File: src/rtl/spi_master_gen2.sv
// spi_master_gen2: SPI master engine with per-transfer length, CPOL/CPHA, bit order and CS hold.
// Latency: start accepted at edge 0, done/irq pulse in cycle 1 + D*(2L+2), ready again the cycle after.
// Backpressure: start is taken only while ready=1; requests while busy are dropped, nothing is queued.
module spi_master_gen2 #(
  parameter int DATA_WIDTH      = 32,
  parameter int NUM_CS          = 4,
  parameter int DIV_WIDTH       = 16,
  parameter int DEFAULT_CLK_DIV = 4,
  localparam int LEN_W          = $clog2(DATA_WIDTH) + 1,
  localparam int CS_W           = (NUM_CS > 1) ? $clog2(NUM_CS) : 1
) (
  input  logic                  clk,
  input  logic                  reset,
  input  logic                  start,
  input  logic [DATA_WIDTH-1:0] tx_data,
  input  logic [LEN_W-1:0]      bit_len,
  input  logic                  cpol,
  input  logic                  cpha,
  input  logic                  lsb_first,
  input  logic [CS_W-1:0]       cs_sel,
  input  logic                  hold_cs,
  input  logic [DIV_WIDTH-1:0]  clk_div_in,
  output logic [DATA_WIDTH-1:0] rx_data,
  output logic                  ready,
  output logic                  busy,
  output logic                  done,
  output logic                  irq,
  input  logic                  miso,
  output logic                  mosi,
  output logic                  sclk,
  output logic [NUM_CS-1:0]     cs_n
);

  localparam int EC_W = LEN_W + 1;
  localparam logic [LEN_W-1:0]      LEN_MAX  = LEN_W'(DATA_WIDTH);
  localparam logic [LEN_W-1:0]      LEN_ONE  = LEN_W'(1);
  localparam logic [EC_W-1:0]       EC_ONE   = EC_W'(1);
  localparam logic [DIV_WIDTH-1:0]  DIV_ONE  = DIV_WIDTH'(1);
  localparam logic [DIV_WIDTH-1:0]  DIV_MIN  = DIV_WIDTH'(2);
  localparam logic [DIV_WIDTH-1:0]  DIV_DEF  = DIV_WIDTH'(DEFAULT_CLK_DIV);
  localparam logic [DATA_WIDTH-1:0] DATA_ONE = DATA_WIDTH'(1);

  typedef enum logic [2:0] {
    ST_IDLE,
    ST_SETUP,
    ST_SHIFT,
    ST_HOLD,
    ST_DONE
  } state_t;

  state_t state, state_nxt;

  // Per-transfer configuration, frozen at the accepting start edge
  logic [DATA_WIDTH-1:0] tx_q;
  logic [LEN_W-1:0]      len_q;
  logic                  cpol_q;
  logic                  cpha_q;
  logic                  lsb_q;
  logic [CS_W-1:0]       sel_q;
  logic                  hold_q;
  logic [DIV_WIDTH-1:0]  div_q;

  // Timing and shift state
  logic [DIV_WIDTH-1:0]  cnt;
  logic [EC_W-1:0]       edge_cnt;
  logic [DATA_WIDTH-1:0] rx_sh;
  logic                  held;

  // Derived control
  logic                  tick;
  logic                  last_edge;
  logic [EC_W-1:0]       two_len;
  logic [LEN_W-1:0]      len_in;
  logic [DIV_WIDTH-1:0]  div_in;
  logic                  first_bit;
  logic [LEN_W-1:0]      bit_j;
  logic [LEN_W-1:0]      drv_j;
  logic [LEN_W-1:0]      tx_idx;
  logic                  drv_bit;
  logic                  odd_edge;
  logic                  sample_now;

  // Active-low one-hot select; an out-of-range index selects nothing
  function automatic logic [NUM_CS-1:0] cs_mask(input logic [CS_W-1:0] sel);
    logic [NUM_CS-1:0] m;
    m = '1;
    for (int i = 0; i < NUM_CS; i++) begin
      if (int'(sel) == i) m[i] = 1'b0;
    end
    return m;
  endfunction

  // Input decode for the accepting edge and per-edge bit selection during SHIFT
  always_comb begin
    len_in = bit_len;
    if (bit_len == '0 || bit_len > LEN_MAX) len_in = LEN_MAX;
    div_in    = (clk_div_in >= DIV_MIN) ? clk_div_in : DIV_DEF;
    first_bit = lsb_first ? tx_data[0] : |(tx_data & (DATA_ONE << (len_in - LEN_ONE)));

    tick      = (cnt == div_q - DIV_ONE);
    two_len   = {len_q, 1'b0};
    last_edge = (edge_cnt == two_len - EC_ONE);
    // edge_cnt holds the edges already made, so the upcoming edge is edge_cnt+1
    odd_edge   = ~edge_cnt[0];
    sample_now = odd_edge ^ cpha_q;
    bit_j      = edge_cnt[EC_W-1:1];
    // cpha=0 already put bit j out before its sample edge, so its drive edge carries bit j+1
    drv_j      = cpha_q ? bit_j : bit_j + LEN_ONE;
    tx_idx     = lsb_q ? drv_j : (len_q - LEN_ONE - drv_j);
    drv_bit    = |(tx_q & (DATA_ONE << tx_idx));
  end

  // State register
  always_ff @(posedge clk or posedge reset) begin
    if (reset) state <= ST_IDLE;
    else       state <= state_nxt;
  end

  // Next-state and status decode
  always_comb begin
    state_nxt = state;
    ready     = 1'b0;
    done      = 1'b0;
    case (state)
      ST_IDLE: begin
        ready = 1'b1;
        if (start) state_nxt = ST_SETUP;
      end
      ST_SETUP: if (tick) state_nxt = ST_SHIFT;
      ST_SHIFT: if (tick && last_edge) state_nxt = ST_HOLD;
      ST_HOLD:  if (tick) state_nxt = ST_DONE;
      ST_DONE: begin
        done      = 1'b1;
        state_nxt = ST_IDLE;
      end
      default: state_nxt = ST_IDLE;
    endcase
    busy = ~ready;
    irq  = done;
  end

  // Latch the transfer configuration when a start is accepted
  always_ff @(posedge clk or posedge reset) begin
    if (reset) begin
      tx_q   <= '0;
      len_q  <= LEN_MAX;
      cpol_q <= 1'b0;
      cpha_q <= 1'b0;
      lsb_q  <= 1'b0;
      sel_q  <= '0;
      hold_q <= 1'b0;
      div_q  <= DIV_DEF;
    end else if (state == ST_IDLE && start) begin
      tx_q   <= tx_data;
      len_q  <= len_in;
      cpol_q <= cpol;
      cpha_q <= cpha;
      lsb_q  <= lsb_first;
      sel_q  <= cs_sel;
      hold_q <= hold_cs;
      div_q  <= div_in;
    end
  end

  // Half-period divider: counts 0..D-1 in every timed state, parked at 0 otherwise
  always_ff @(posedge clk or posedge reset) begin
    if (reset)                                   cnt <= '0;
    else if (state == ST_IDLE || state == ST_DONE) cnt <= '0;
    else if (tick)                               cnt <= '0;
    else                                         cnt <= cnt + DIV_ONE;
  end

  // SCLK edge counter for the SHIFT phase
  always_ff @(posedge clk or posedge reset) begin
    if (reset)                              edge_cnt <= '0;
    else if (state == ST_IDLE)              edge_cnt <= '0;
    else if (state == ST_SHIFT && tick)     edge_cnt <= edge_cnt + EC_ONE;
  end

  // Serial datapath: SCLK, MOSI, receive shifter and the rx_data result register
  always_ff @(posedge clk or posedge reset) begin
    if (reset) begin
      sclk    <= 1'b0;
      mosi    <= 1'b0;
      rx_sh   <= '0;
      rx_data <= '0;
    end else begin
      case (state)
        ST_IDLE: begin
          sclk <= cpol_q;
          mosi <= 1'b0;
          if (start) begin
            sclk  <= cpol;
            mosi  <= cpha ? 1'b0 : first_bit;
            rx_sh <= '0;
          end
        end
        ST_SHIFT: begin
          if (tick) begin
            sclk <= ~sclk;
            if (sample_now) begin
              if (lsb_q) rx_sh <= rx_sh | (DATA_WIDTH'(miso) << bit_j);
              else       rx_sh <= {rx_sh[DATA_WIDTH-2:0], miso};
            end else if (drv_j < len_q) begin
              mosi <= drv_bit;
            end
          end
        end
        ST_HOLD: begin
          sclk <= cpol_q;
          if (tick) rx_data <= rx_sh;
        end
        ST_DONE: mosi <= 1'b0;
        default: ;
      endcase
    end
  end

  // Chip-select drive and the held-CS flag carried across frames
  always_ff @(posedge clk or posedge reset) begin
    if (reset) begin
      cs_n <= '1;
      held <= 1'b0;
    end else begin
      case (state)
        ST_IDLE: begin
          if (start) begin
            // A different target drops the held CS first; SETUP asserts the new one next cycle
            if (held && cs_sel != sel_q) begin
              cs_n <= '1;
              held <= 1'b0;
            end else begin
              cs_n <= cs_mask(cs_sel);
            end
          end
        end
        ST_SETUP, ST_SHIFT: cs_n <= cs_mask(sel_q);
        ST_HOLD: begin
          if (tick) begin
            held <= hold_q;
            if (!hold_q) cs_n <= '1;
          end else begin
            cs_n <= cs_mask(sel_q);
          end
        end
        default: ;
      endcase
    end
  end

endmodule

File: config.mk
export PLATFORM = sky130hd
export DESIGN_NAME = spi_master_gen2
export DESIGN_NICKNAME = d
export VERILOG_FILES = /design/src/rtl/spi_master_gen2.sv
export SDC_FILE = /design/constraint.sdc
export NUM_CORES = 1
export LEC_CHECK = 0
export CAP_MARGIN = 20
export CORE_MARGIN = 1
export CORE_UTILIZATION = 40
export CTS_CLUSTER_DIAMETER = 200
export DETAILED_ROUTE_END_ITERATION = 8
export PLACE_DENSITY = 0.67
export SLEW_MARGIN = 30
export SYNTH_ARGS = -nofsm -noshare
export SYNTH_HDL_FRONTEND = slang
export SYNTH_SLANG_ARGS = --single-unit
File: constraint.sdc
create_clock -name clk -period 5.77 [get_ports clk]
set_clock_uncertainty 0.05 [all_clocks]
set_input_delay 0.8655 -clock clk [delete_from_list [all_inputs] [get_ports clk]]
set_output_delay 0.8655 -clock clk [all_outputs]
set_load 0.005 [all_outputs]
==> impl_metrics.toml <==
[critical_path]
crit_type = "flip-flop to flip-flop"
path_buf_inv = 1
end_kind = "flip-flop"
start_kind = "flip-flop"
crit_fanout = 38
cp-startpoint = "div_q[0]"
cpMaxStageDelayCell = "or3_2"
critPathRequiredTime_ns = 6.03
rr_startpoint = "div_q[0]"
cp.arrival_ns = 4.30
cp_top_family = "simple AND/OR/NAND/NOR gates"
crit_chain = "inv_1 > ha_1 > or4b_4 > nor4_4 > a311oi_1 > a211o_1 > a2111o_1 > or3_2 > mux2_1"
slowest_delay_ns = 0.85

[cells_and_area]
stdcell_area_um2 = 10700
n_antenna_cell = 0
nNetsFinal = 1152
area_delta_synth_final_pct = 20.0
layout-drive-gt1-share_pct = 9.41
n_fill_cell = 2081

[placement]
place.gp.congestion = 0.868
port_buffers = 105
dp_hpwl_um = 15200
placed_area_um2 = 10100

[die]
core_um2 = 21800
die-area_um2 = 22900
rows = 54
io_pins = 106
initial_core_util_pct = 40.8
die_h_um = 151
die_width_um = 151

[clock_network]
cts_hold_buf = 0
clk_latency_ns = 0.43
clkSlewWorstSetupHoldPaths_ns = 0.06
cts_buffers = 17
clockRootBuffer = "clkbuf_16"
clockBufferDepth = 2
htree_levels = 4
tritoncts = "done"
post_cts_resized = 0
clkSinkCount = 157
cts_setup_buffers = 0

[yosys]
synth_flop_cell = "dfrtp_1"
synth-edff-count = 0
syn_area_um2 = 8900
syn_avg_cell_area_um2 = 8.90
ys_seq_area_share_pct = 44.2
synth_nets = 1082
synth_cells = 1001
synthArstFlopShare_pct = 100
ys_warn_count = 0
synth_seq_cells = 157
ys_types = 70

[grt]
grt_max_degree = 104
grt_pass1_vias = 7057
grt_pass1_wl_um = 36500
gr-total-overflow = 0
antenna_found_initial = 0
grt_use_total_pct = 20.4

[sta]
finalSetupViolCount = 0
worstMarginPinSlew_ns = 0.906
rsz0062_at_grt = "no"
fmax_ghz = 0.248
finalSetupTns_ns = 0
slew_violations = 0
final_hold_viol_count = 0
finalCritPeriodShare_pct = 70.0
fin_crit_ns = 4.04
maxSlewHeadroom_pct = 39.6

[drt]
wl_per_cell_um = 16.2
via_per_inst = 5.46
ant_nets = 0
drt-pass1-iter-count = 5
drc = 0
wirelength_um = 22100
vias = 7451
drt-initial-drc-count = 536

[power]
pwr-share-comb_pct = 27.7
p_clk_share_pct = 29.0
power_frac_seq_pct = 43.3
p_int_uw = 2400
power.density_nw_per_um2 = 343
switchingPower_uw = 1270
power.leakage_uw = 0.00468
switching_share_pct = 34.6
vdd_drop_max_mv = 0.200

[hold_path]
hold_start = "tx_q[4]"
holdCritPathClass = "flip-flop to flip-flop"

[status]
status = "completed"

[run]
maxCapViolCount = 0
[through the flow]
step	power (µW)	worst slack [ns]	hold WS, ns	std cells	util (%)
after floorplan	2300	0.630	0.387	1001	-
after global routing	3910	1.48	0.458	1364	49.0
after global placement	2590	1.81	0.408	1332	46.4
after CTS	3680	1.73	0.429	1364	49.0
final	3670	1.73	0.422	1364	49.0
after detailed placement	2610	1.75	0.413	1332	46.4
[worst paths after layout]
check                      depth (start not counted)     endpoint  slack (ns)
max                                                9   rx_data[1]        1.73
min                                                2      tx_q[4]        0.42
max reg2reg                                        9   rx_data[1]        1.73
min reg2reg                                        2      tx_q[4]        0.42
max in group asynchronous                          3    div_q[11]        3.82
min in group asynchronous                          2  rx_data[25]        0.93
[state kept, by name, indices dropped and copies added, names as in the netlist, 2 cells and up]
signal	flops
rx_data	32
rx_sh	32
tx_q	32
cnt	16
div_q	16
edge_cnt	7
len_q	6
cs_n	4
state	3
sel_q	2
[cells by family after synthesis]
kind of cell | Yosys count | synth area share [%]
flip-flops | 157 | 44.2
buffers and inverters | 89 | 4.00
AND/OR/NAND/NOR | 387 | 20.7
XOR/XNOR | 53 | 5.21
multiplexers | 52 | 6.97
AO/OA/AOI/OAI | 246 | 16.4
adder cells (fa/ha/maj) | 17 | 2.47
[synth_stat cells, types with 6 or more instances]
cell type,count,area [µm²]
nor4_1,10,62.6
and3_1,8,50.1
o211ai_1,9,67.6
nor2b_1,9,56.3
nand3b_1,8,60.1
mux2_2,25,282
xor2_1,30,263
a211oi_1,6,45.0
nand2b_1,17,106
nor3_1,15,75.1
a21oi_1,77,385
o21ai_0,94,470
ha_1,16,200
dfstp_2,6,158
nand2_1,188,706
mux2i_1,11,110
nor2_1,48,180
clkbuf_1,55,206
or2_2,9,56.3
nand4_1,12,75.1
inv_1,27,101
a31oi_1,7,43.8
dfrtp_1,151,3780
or3_1,8,50.1
xnor2_1,23,201
nand3_1,32,160
mux2_4,10,150
[worst min-delay path, stage by stage, from the launching register on]
cell and delay [ns]:
dfrtp_1 0.34, nand2_1 0.05, nand2_1 0.05
[layout by cell type (no fill, tap or decap), types with 6 or more instances in the layout]
cell / n
nor4_1: 10
clkdlybuf4s50_1: 105
nor2_1: 47
o211ai_1: 9
nand2_1: 188
dfrtp_1: 151
nand2b_1: 17
and3_1: 8
mux2_4: 10
buf_4: 8
nor3_1: 15
o21ai_0: 94
a31oi_1: 7
a211oi_1: 6
xor2_1: 30
or2_2: 9
mux2_2: 25
nand3b_1: 8
inv_1: 26
mux2i_1: 11
nand4_1: 12
dfstp_2: 6
nand3_1: 32
or3_1: 7
clkbuf_16: 17
nor2b_1: 9
ha_1: 16
xnor2_1: 23
a21oi_1: 77
[cell type report]
class	instances	area [µm²]	area share [%]
clock buffer	20	437	4.09
clock inverter	12	115	1.08
inverter	27	109	1.02
multi-input combinational	755	4630	43.3
sequential	157	3940	36.8
tap	280	350	3.28
timing repair buffer	113	1110	10.4
[power groups by stage]
stage               Combinational [µW]  Sequential [µW]  Clock [µW]
floorplan                          795             1510           0
global placement                   987             1600           0
detailed placement                1010             1600           0
CTS                               1010             1580        1080
global route                      1150             1620        1140
finish                            1020             1590        1060
[routing by layer]
| layer | global-route usage, % | routed length [µm] | vias up |
|---|---|---|---|
| met3 | 3.92 | 1020 | 23 |
| met5 | 0 | 0 | - |
| met2 | 31.5 | 10000 | 209 |
| li1 | - | - | 3661 |
| met1 | 28.8 | 10700 | 3558 |
| met4 | 5.80 | 318 | 0 |
(Power assumes the default switching activity.)
